<file path="config.mk">
export PLATFORM = sky130hd
export DESIGN_NAME = fetch_issue_flat
export DESIGN_NICKNAME = d
export VERILOG_FILES = /design/src/rtl/fetch_issue_if.sv /design/src/rtl/fetch_issue.sv /design/src/flat_wrapper.sv
export SDC_FILE = /design/constraint.sdc
export NUM_CORES = 1
export LEC_CHECK = 0
export CAP_MARGIN = 40
export CELL_PAD_IN_SITES_DETAIL_PLACEMENT = 2
export CELL_PAD_IN_SITES_GLOBAL_PLACEMENT = 2
export CORE_MARGIN = 2
export CORE_UTILIZATION = 36
export DETAILED_ROUTE_END_ITERATION = 12
export MAX_ROUTING_LAYER = met4
export PLACE_DENSITY_LB_ADDON = 0.05
export SLEW_MARGIN = 20
export SYNTH_ARGS = -nofsm -noshare
export SYNTH_HDL_FRONTEND = slang
export SYNTH_SLANG_ARGS = --single-unit
</file>
<file path="constraint.sdc">
create_clock -name iCLK -period 2.1 [get_ports iCLK]
set_input_delay 0.42 -clock iCLK [delete_from_list [all_inputs] [get_ports iCLK]]
set_output_delay 0.42 -clock iCLK [all_outputs]
set_load 0.05 [all_outputs]
</file>
<file path="src/rtl/fetch_issue_if.sv">
// Fetch/issue bus: instruction-memory handshake, decode issue port and control.
// master = fetch_issue side, slave = memory/decode/environment side.
interface fetch_issue_if #(
  parameter int ADDR_W = 8
);
  logic              oIMEM_REQ;
  logic [ADDR_W-1:0] oIMEM_ADDR;
  logic              iIMEM_ACK;
  logic [11:0]       iIMEM_DATA;
  logic              oENABLE;
  logic [11:0]       oINST;
  logic              iSTALL;
  logic              iREDIRECT;
  logic [ADDR_W-1:0] iREDIRECT_PC;
  logic              oEMPTY;
  logic              oHALTED;

  modport master (
    output oIMEM_REQ, oIMEM_ADDR, oENABLE, oINST, oEMPTY, oHALTED,
    input  iIMEM_ACK, iIMEM_DATA, iSTALL, iREDIRECT, iREDIRECT_PC
  );

  modport slave (
    input  oIMEM_REQ, oIMEM_ADDR, oENABLE, oINST, oEMPTY, oHALTED,
    output iIMEM_ACK, iIMEM_DATA, iSTALL, iREDIRECT, iREDIRECT_PC
  );
endinterface

</file>
<file path="src/rtl/fetch_issue.sv">
// Front end of the 12-bit core: fetch FSM, prefetch FIFO and paced issue to decode.
// Optional macro FETCH_HALT_EN turns word 12'hFFF into a halt marker.
module fetch_issue #(
  parameter int ADDR_W     = 8,
  parameter int FIFO_DEPTH = 4,
  parameter int ISSUE_GAP  = 4,
  parameter int RESET_PC   = 0
) (
  input  logic          iCLK,
  input  logic          iRST_N,
  fetch_issue_if.master bus
);

  localparam int PTR_W = (FIFO_DEPTH > 1) ? $clog2(FIFO_DEPTH) : 1;
  localparam int CNT_W = PTR_W + 1;
  localparam int GAP_W = (ISSUE_GAP > 1) ? $clog2(ISSUE_GAP) : 1;

  localparam logic [ADDR_W-1:0] RESET_ADDR = ADDR_W'(RESET_PC);
  localparam logic [CNT_W-1:0]  DEPTH_C    = CNT_W'(FIFO_DEPTH);
  localparam logic [GAP_W-1:0]  GAP_RELOAD = GAP_W'(ISSUE_GAP - 1);

  typedef enum logic [1:0] {
    S_IDLE,
    S_WAIT,
    S_DRAIN
  } fetch_state_e;

  fetch_state_e      state_q;
  logic              req_q;
  logic [ADDR_W-1:0] addr_q;
  logic [ADDR_W-1:0] pc_q;

  logic [11:0]       fifo_mem [FIFO_DEPTH];
  logic [PTR_W-1:0]  wr_ptr_q, wr_ptr_d;
  logic [PTR_W-1:0]  rd_ptr_q, rd_ptr_d;
  logic [CNT_W-1:0]  count_q, count_d;
  logic [GAP_W-1:0]  gap_q, gap_d;
  logic              enable_q;
  logic [11:0]       inst_q, inst_d;
  logic              empty_q;
  logic              halted_q;

  logic [11:0]       head_word;
  logic              ack_seen;
  logic              push;
  logic              issue_ok;
  logic              halt_pop;
  logic              fire;

  always_comb begin
    head_word = fifo_mem[rd_ptr_q];
    ack_seen  = req_q && bus.iIMEM_ACK;
    // Only an ack of a live (non-drained, non-redirected) request lands in the FIFO.
    push      = ack_seen && (state_q == S_WAIT) && !bus.iREDIRECT;
    issue_ok  = (count_q != '0) && (gap_q == '0) && !bus.iSTALL &&
                !bus.iREDIRECT && !halted_q;
`ifdef FETCH_HALT_EN
    halt_pop  = issue_ok && (head_word == 12'hFFF);
`else
    halt_pop  = 1'b0;
`endif
    fire      = issue_ok && !halt_pop;
  end

  always_comb begin
    wr_ptr_d = wr_ptr_q;
    rd_ptr_d = rd_ptr_q;
    count_d  = count_q;
    gap_d    = gap_q;
    inst_d   = inst_q;

    if (push) begin
      wr_ptr_d = wr_ptr_q + 1'b1;
    end

    if (bus.iREDIRECT) begin
      rd_ptr_d = wr_ptr_q;
      count_d  = '0;
    end else begin
      if (issue_ok) begin
        rd_ptr_d = rd_ptr_q + 1'b1;
      end
      case ({push, issue_ok})
        2'b10:   count_d = count_q + 1'b1;
        2'b01:   count_d = count_q - 1'b1;
        default: count_d = count_q;
      endcase
    end

    if (fire) begin
      gap_d  = GAP_RELOAD;
      inst_d = head_word;
    end else if (gap_q != '0) begin
      gap_d = gap_q - 1'b1;
    end
  end

  // Fetch FSM: one outstanding request, REQ/ADDR registered and never withdrawn.
  always_ff @(posedge iCLK or negedge iRST_N) begin
    if (!iRST_N) begin
      state_q <= S_IDLE;
      req_q   <= 1'b0;
      addr_q  <= RESET_ADDR;
      pc_q    <= RESET_ADDR;
    end else begin
      case (state_q)
        S_IDLE: begin
          if (bus.iREDIRECT) begin
            pc_q <= bus.iREDIRECT_PC;
          end else if ((count_q < DEPTH_C) && !halted_q) begin
            state_q <= S_WAIT;
            req_q   <= 1'b1;
            addr_q  <= pc_q;
          end
        end
        S_WAIT: begin
          if (ack_seen) begin
            state_q <= S_IDLE;
            req_q   <= 1'b0;
            pc_q    <= bus.iREDIRECT ? bus.iREDIRECT_PC : pc_q + 1'b1;
          end else if (bus.iREDIRECT) begin
            state_q <= S_DRAIN;
            pc_q    <= bus.iREDIRECT_PC;
          end
        end
        S_DRAIN: begin
          if (bus.iREDIRECT) begin
            pc_q <= bus.iREDIRECT_PC;
          end
          if (ack_seen) begin
            state_q <= S_IDLE;
            req_q   <= 1'b0;
          end
        end
        default: begin
          state_q <= S_IDLE;
          req_q   <= 1'b0;
        end
      endcase
    end
  end

  always_ff @(posedge iCLK) begin
    if (push) begin
      fifo_mem[wr_ptr_q] <= bus.iIMEM_DATA;
    end
  end

  always_ff @(posedge iCLK or negedge iRST_N) begin
    if (!iRST_N) begin
      wr_ptr_q <= '0;
      rd_ptr_q <= '0;
      count_q  <= '0;
      gap_q    <= '0;
      enable_q <= 1'b0;
      inst_q   <= '0;
      empty_q  <= 1'b1;
    end else begin
      wr_ptr_q <= wr_ptr_d;
      rd_ptr_q <= rd_ptr_d;
      count_q  <= count_d;
      gap_q    <= gap_d;
      enable_q <= fire;
      inst_q   <= inst_d;
      empty_q  <= (count_d == '0);
    end
  end

`ifdef FETCH_HALT_EN
  // Redirect both clears a halt and blocks the pop, so it always takes priority.
  always_ff @(posedge iCLK or negedge iRST_N) begin
    if (!iRST_N) begin
      halted_q <= 1'b0;
    end else if (bus.iREDIRECT) begin
      halted_q <= 1'b0;
    end else if (halt_pop) begin
      halted_q <= 1'b1;
    end
  end
`else
  assign halted_q = 1'b0;
`endif

  assign bus.oIMEM_REQ  = req_q;
  assign bus.oIMEM_ADDR = addr_q;
  assign bus.oENABLE    = enable_q;
  assign bus.oINST      = inst_q;
  assign bus.oEMPTY     = empty_q;
  assign bus.oHALTED    = halted_q;

endmodule
</file>
<file path="src/flat_wrapper.sv">
// flat-port wrapper written by rule: the top's interface ports become plain ports
module fetch_issue_flat 
#(
  parameter int ADDR_W     = 8,
  parameter int FIFO_DEPTH = 4,
  parameter int ISSUE_GAP  = 4,
  parameter int RESET_PC   = 0
)
  (iCLK, iRST_N, bus_oIMEM_REQ, bus_oIMEM_ADDR, bus_oENABLE, bus_oINST, bus_oEMPTY, bus_oHALTED, bus_iIMEM_ACK, bus_iIMEM_DATA, bus_iSTALL, bus_iREDIRECT, bus_iREDIRECT_PC);
  fetch_issue_if #(.ADDR_W(ADDR_W)) bus_i ();
  input  logic iCLK;
  input  logic iRST_N;
  output wire logic [$bits(bus_i.oIMEM_REQ)-1:0] bus_oIMEM_REQ;
  output wire logic [$bits(bus_i.oIMEM_ADDR)-1:0] bus_oIMEM_ADDR;
  output wire logic [$bits(bus_i.oENABLE)-1:0] bus_oENABLE;
  output wire logic [$bits(bus_i.oINST)-1:0] bus_oINST;
  output wire logic [$bits(bus_i.oEMPTY)-1:0] bus_oEMPTY;
  output wire logic [$bits(bus_i.oHALTED)-1:0] bus_oHALTED;
  input wire logic [$bits(bus_i.iIMEM_ACK)-1:0] bus_iIMEM_ACK;
  input wire logic [$bits(bus_i.iIMEM_DATA)-1:0] bus_iIMEM_DATA;
  input wire logic [$bits(bus_i.iSTALL)-1:0] bus_iSTALL;
  input wire logic [$bits(bus_i.iREDIRECT)-1:0] bus_iREDIRECT;
  input wire logic [$bits(bus_i.iREDIRECT_PC)-1:0] bus_iREDIRECT_PC;
  assign bus_oIMEM_REQ = bus_i.oIMEM_REQ;
  assign bus_oIMEM_ADDR = bus_i.oIMEM_ADDR;
  assign bus_oENABLE = bus_i.oENABLE;
  assign bus_oINST = bus_i.oINST;
  assign bus_oEMPTY = bus_i.oEMPTY;
  assign bus_oHALTED = bus_i.oHALTED;
  assign bus_i.iIMEM_ACK = bus_iIMEM_ACK;
  assign bus_i.iIMEM_DATA = bus_iIMEM_DATA;
  assign bus_i.iSTALL = bus_iSTALL;
  assign bus_i.iREDIRECT = bus_iREDIRECT;
  assign bus_i.iREDIRECT_PC = bus_iREDIRECT_PC;
  fetch_issue #(.ADDR_W(ADDR_W), .FIFO_DEPTH(FIFO_DEPTH), .ISSUE_GAP(ISSUE_GAP), .RESET_PC(RESET_PC)) u_core (.iCLK(iCLK), .iRST_N(iRST_N), .bus(bus_i));
endmodule
</file>
==> impl_metrics.tcl <==
set metrics [dict create \
    violations "negative setup slack" \
    htreeDepth 3 \
    gr-usage-met1 0.200 \
    synthFlopType "edfxtp_1" \
    seq_area_frac_synth 0.651 \
    clk_latency_ps 360 \
    clock_skew_ps 9.50 \
    sw_frac_of_total 0.351 \
    numCtsBuffers 9 \
    vias_per_cell 4.94 \
    finalCritPeriodShare 1.04 \
    drtPass1Iterations 4 \
    path_class "flop to flop" \
    place_hpwl_um 5740 \
    grt_pass1_vias 2572 \
    antenna_cells 0 \
    utilization 0.481 \
    worstPathArrival_ps 2470 \
    rows 37 \
    slew_headroom 0.627 \
    status "finished with violations" \
    use_met3 0.0456 \
    syn_to_final_growth_pct 29.7 \
    layoutNonFillerInstCount 465 \
    slew_violations 0 \
    cts_buffer_depth 2 \
    final-setup-viol-count 1 \
    p_comb_frac 0.371 \
    synth_area_mm2 0.00383 \
    finalHoldWorstSlack_ps 40.2 \
    final.setup.tns_ps -82.2 \
    clock.fmax_ghz 0.458 \
    grt_usage 0.163 \
    tightestPinTransition_ps 560 \
    clkTransAtPathRegs_ps 90 \
    drive_gt1_frac 0.304 \
    vias 2299 \
    end_kind "flop" \
    async_reset_ff_frac 0.467 \
    maxCapViolations 0 \
    layout_min_cycle_time_ps 2180 \
    rsz0062_at_grt "yes" \
    internal-power_mw 3.63 \
    critPathLaunchType "flop" \
    yosys_warnings 0 \
    grt_max_degree 23 \
    syn_area_per_cell_um2 15.8 \
    coreArea_mm2 0.0103 \
    syn_nets 279 \
    cts.sinks 90 \
    drcViolationCount 0 \
    grt.overflow.total 0 \
    power_density_mw_per_mm2 1130 \
    initial_core_util 0.371 \
    cts_tree "done" \
    fillers 989 \
    clock-root-buffer "clkbuf_8" \
    slowest_delay_ps 400 \
    path_cells "inv_2 > ha_4 > nor2b_4 > nor2b_4 > inv_2 > ha_4 > fa_2 > xnor2_2 > o211ai_1 > o31ai_2 > nor3_1" \
    hp-class "primary input to asynchronous set/reset pin" \
    reg2reg_slack_ps -80 \
    power_leakage_nw 1.98 \
    grt_pass1_wl_um 13400 \
    wirelength_um 8400 \
    synth_edf_count 48 \
    crit_fanout 2 \
    finalNetCount 361 \
    yosys_register_bits 90 \
    yosys.cell_types.count 45 \
    ioPinCount 49 \
    place_ws_ps -421 \
    synth_cells 242 \
    hold_viol 0 \
    gp_congestion 0.788 \
    die_x_um 107 \
    worst_path_max_delay_cell "dfrtp_1" \
    dp_cells 446 \
    cpLargestDelayFamily "adder cells" \
    portBuffers 47 \
    path_buf_inv 2 \
    setup_slack_ps -82.2 \
    seq_power_share 0.419 \
    vdd_ir_drop_max_v 0.000465 \
    worstPathRequired_ps 2390 \
    clkPwrFrac 0.211 \
    power.switching_mw 1.97 \
    post_drt_wl_per_cell_um 18.1 \
    grt-busiest-layer "met2" \
    dieArea_mm2 0.0115 \
    final_antenna_net_count 0 \
    drt_iter0_markers 56 \
    dieHeight_um 107 \
    crit_cells 11 \
    grtUsageMet2 0.268 \
    antenna_found_initial 0 \
    reg2reg_depth 11 \
]
[power by group through the flow]
stage                     clock [mW]  combinational, mW  sequential (mW)
after floorplan                    0              0.884             2.83
after global placement             0               2.00             2.37
after detailed placement           0               2.05             2.38
after CTS                       1.24               2.08             2.34
after global routing            1.30               2.26             2.39
final                           1.18               2.07             2.34
[area by class of cell]
class                      instances  area, µm²  share of cell area
tap                              136        170              0.0342
multi-input combinational        130       1290               0.259
sequential                        90       2490               0.502
timing repair buffer              80        773               0.156
clock buffer                      10        128              0.0257
clock inverter                     6       65.1              0.0131
inverter                          13       48.8             0.00982
[flip-flops by register name (all words and copies together), names as in the netlist, 2 cells and up]
name,cells
u_core.gap_q,2
u_core.state_q,2
u_core.count_q,3
u_core.pc_q,8
u_core.bus.oINST,12
u_core.bus.oIMEM_ADDR,8
u_core.wr_ptr_q,2
u_core.fifo_mem,48
u_core.rd_ptr_q,2
[cells by family after synthesis]
logic type	Yosys count	synth area share
AOI/OAI and AO/OA	35	0.0575
xor gates and xnor gates	6	0.0137
adders and majority gates	12	0.0411
buffers and inverters	22	0.0333
DFF	90	0.651
muxes	36	0.144
other	1	0.000979
and+or+nand+nor	40	0.0585
[what timing repair did]
item	in CTS	in global routing
buffers inserted	1	2
hold buffers	0	0
gates resized for setup	5	5
endpoints found under the setup margin	3	3
endpoints found under the hold margin	0	0
[layer usage]
metal | vias up | wire length (µm)
met3 | 8 | 279
met1 | 1180 | 3850
li1 | 1068 | -
met2 | 43 | 4180
met5 | - | 0
met4 | 0 | 85
[through the flow]
step	instance area [µm²]	power, mW
2_1_floorplan	3860	3.72
3_3_place_gp	4700	4.37
3_5_place_dp	4700	4.43
4_1_cts	4920	5.66
5_1_grt	4970	5.95
6_report	4970	5.59
[final timing paths]
| kind | start | end |
|---|---|---|
| min | iRST_N | u_core.state_q[1]$_DFFE_PN0P_ |
| max reg2reg | u_core.state_q[1]$_DFFE_PN0P_ | u_core.bus.oEMPTY$_DFF_PN1_ |
| max | u_core.state_q[1]$_DFFE_PN0P_ | u_core.bus.oEMPTY$_DFF_PN1_ |
| max in group asynchronous | iRST_N | u_core.bus.oINST[8]$_DFFE_PN0P_ |
| min reg2reg | u_core.bus.oIMEM_ADDR[5]$_DFFE_PN0P_ | u_core.bus.oIMEM_ADDR[5]$_DFFE_PN0P_ |
| min in group iCLK | u_core.bus.oIMEM_ADDR[5]$_DFFE_PN0P_ | u_core.bus.oIMEM_ADDR[5]$_DFFE_PN0P_ |
[Yosys cell counts, types with 2 or more instances]
master / n / area, µm²
edfxtp_1: 48 / 1440
dfrtp_1: 41 / 1030
mux2_2: 21 / 236
inv_1: 12 / 45.0
nand2_1: 12 / 45.0
ha_1: 11 / 138
a21oi_1: 10 / 50.1
mux4_2: 8 / 180
o21ai_0: 8 / 40.0
and2_1: 7 / 43.8
o22ai_1: 6 / 37.5
mux4_1: 4 / 105
nor2_1: 4 / 15.0
xnor2_1: 4 / 35.0
buf_6: 3 / 33.8
mux2i_1: 3 / 30.0
nand3_1: 3 / 15.0
a22oi_1: 2 / 15.0
a31o_2: 2 / 17.5
and3_1: 2 / 12.5
buf_2: 2 / 10.0
clkbuf_1: 2 / 7.51
nand4_1: 2 / 12.5
nor2b_1: 2 / 12.5
nor3_1: 2 / 10.0
xor2_1: 2 / 17.5
[placed cells by master, fill, tap and decap left out, types with 2 or more instances in the layout]
master	netlist	routed
edfxtp_1	48	48
clkdlybuf4s50_1	0	45
dfrtp_1	41	40
buf_4	1	29
mux2_2	21	21
nand2_1	12	12
a21oi_1	10	10
clkbuf_8	0	9
inv_1	12	8
mux4_2	8	8
o21ai_0	8	8
ha_1	11	8
and2_1	7	7
o22ai_1	6	6
buf_12	1	5
inv_2	0	4
nor2_1	4	4
mux4_1	4	4
mux2i_1	3	3
xnor2_1	4	3
nand3_1	3	3
ha_4	0	3
nor2b_4	0	2
xor2_1	2	2
and3_1	2	2
nand4_1	2	2
a22oi_1	2	2
a31o_2	2	2
clkinv_2	0	2
inv_6	0	2
No activity file was read; power rests on OpenSTA's default activity.
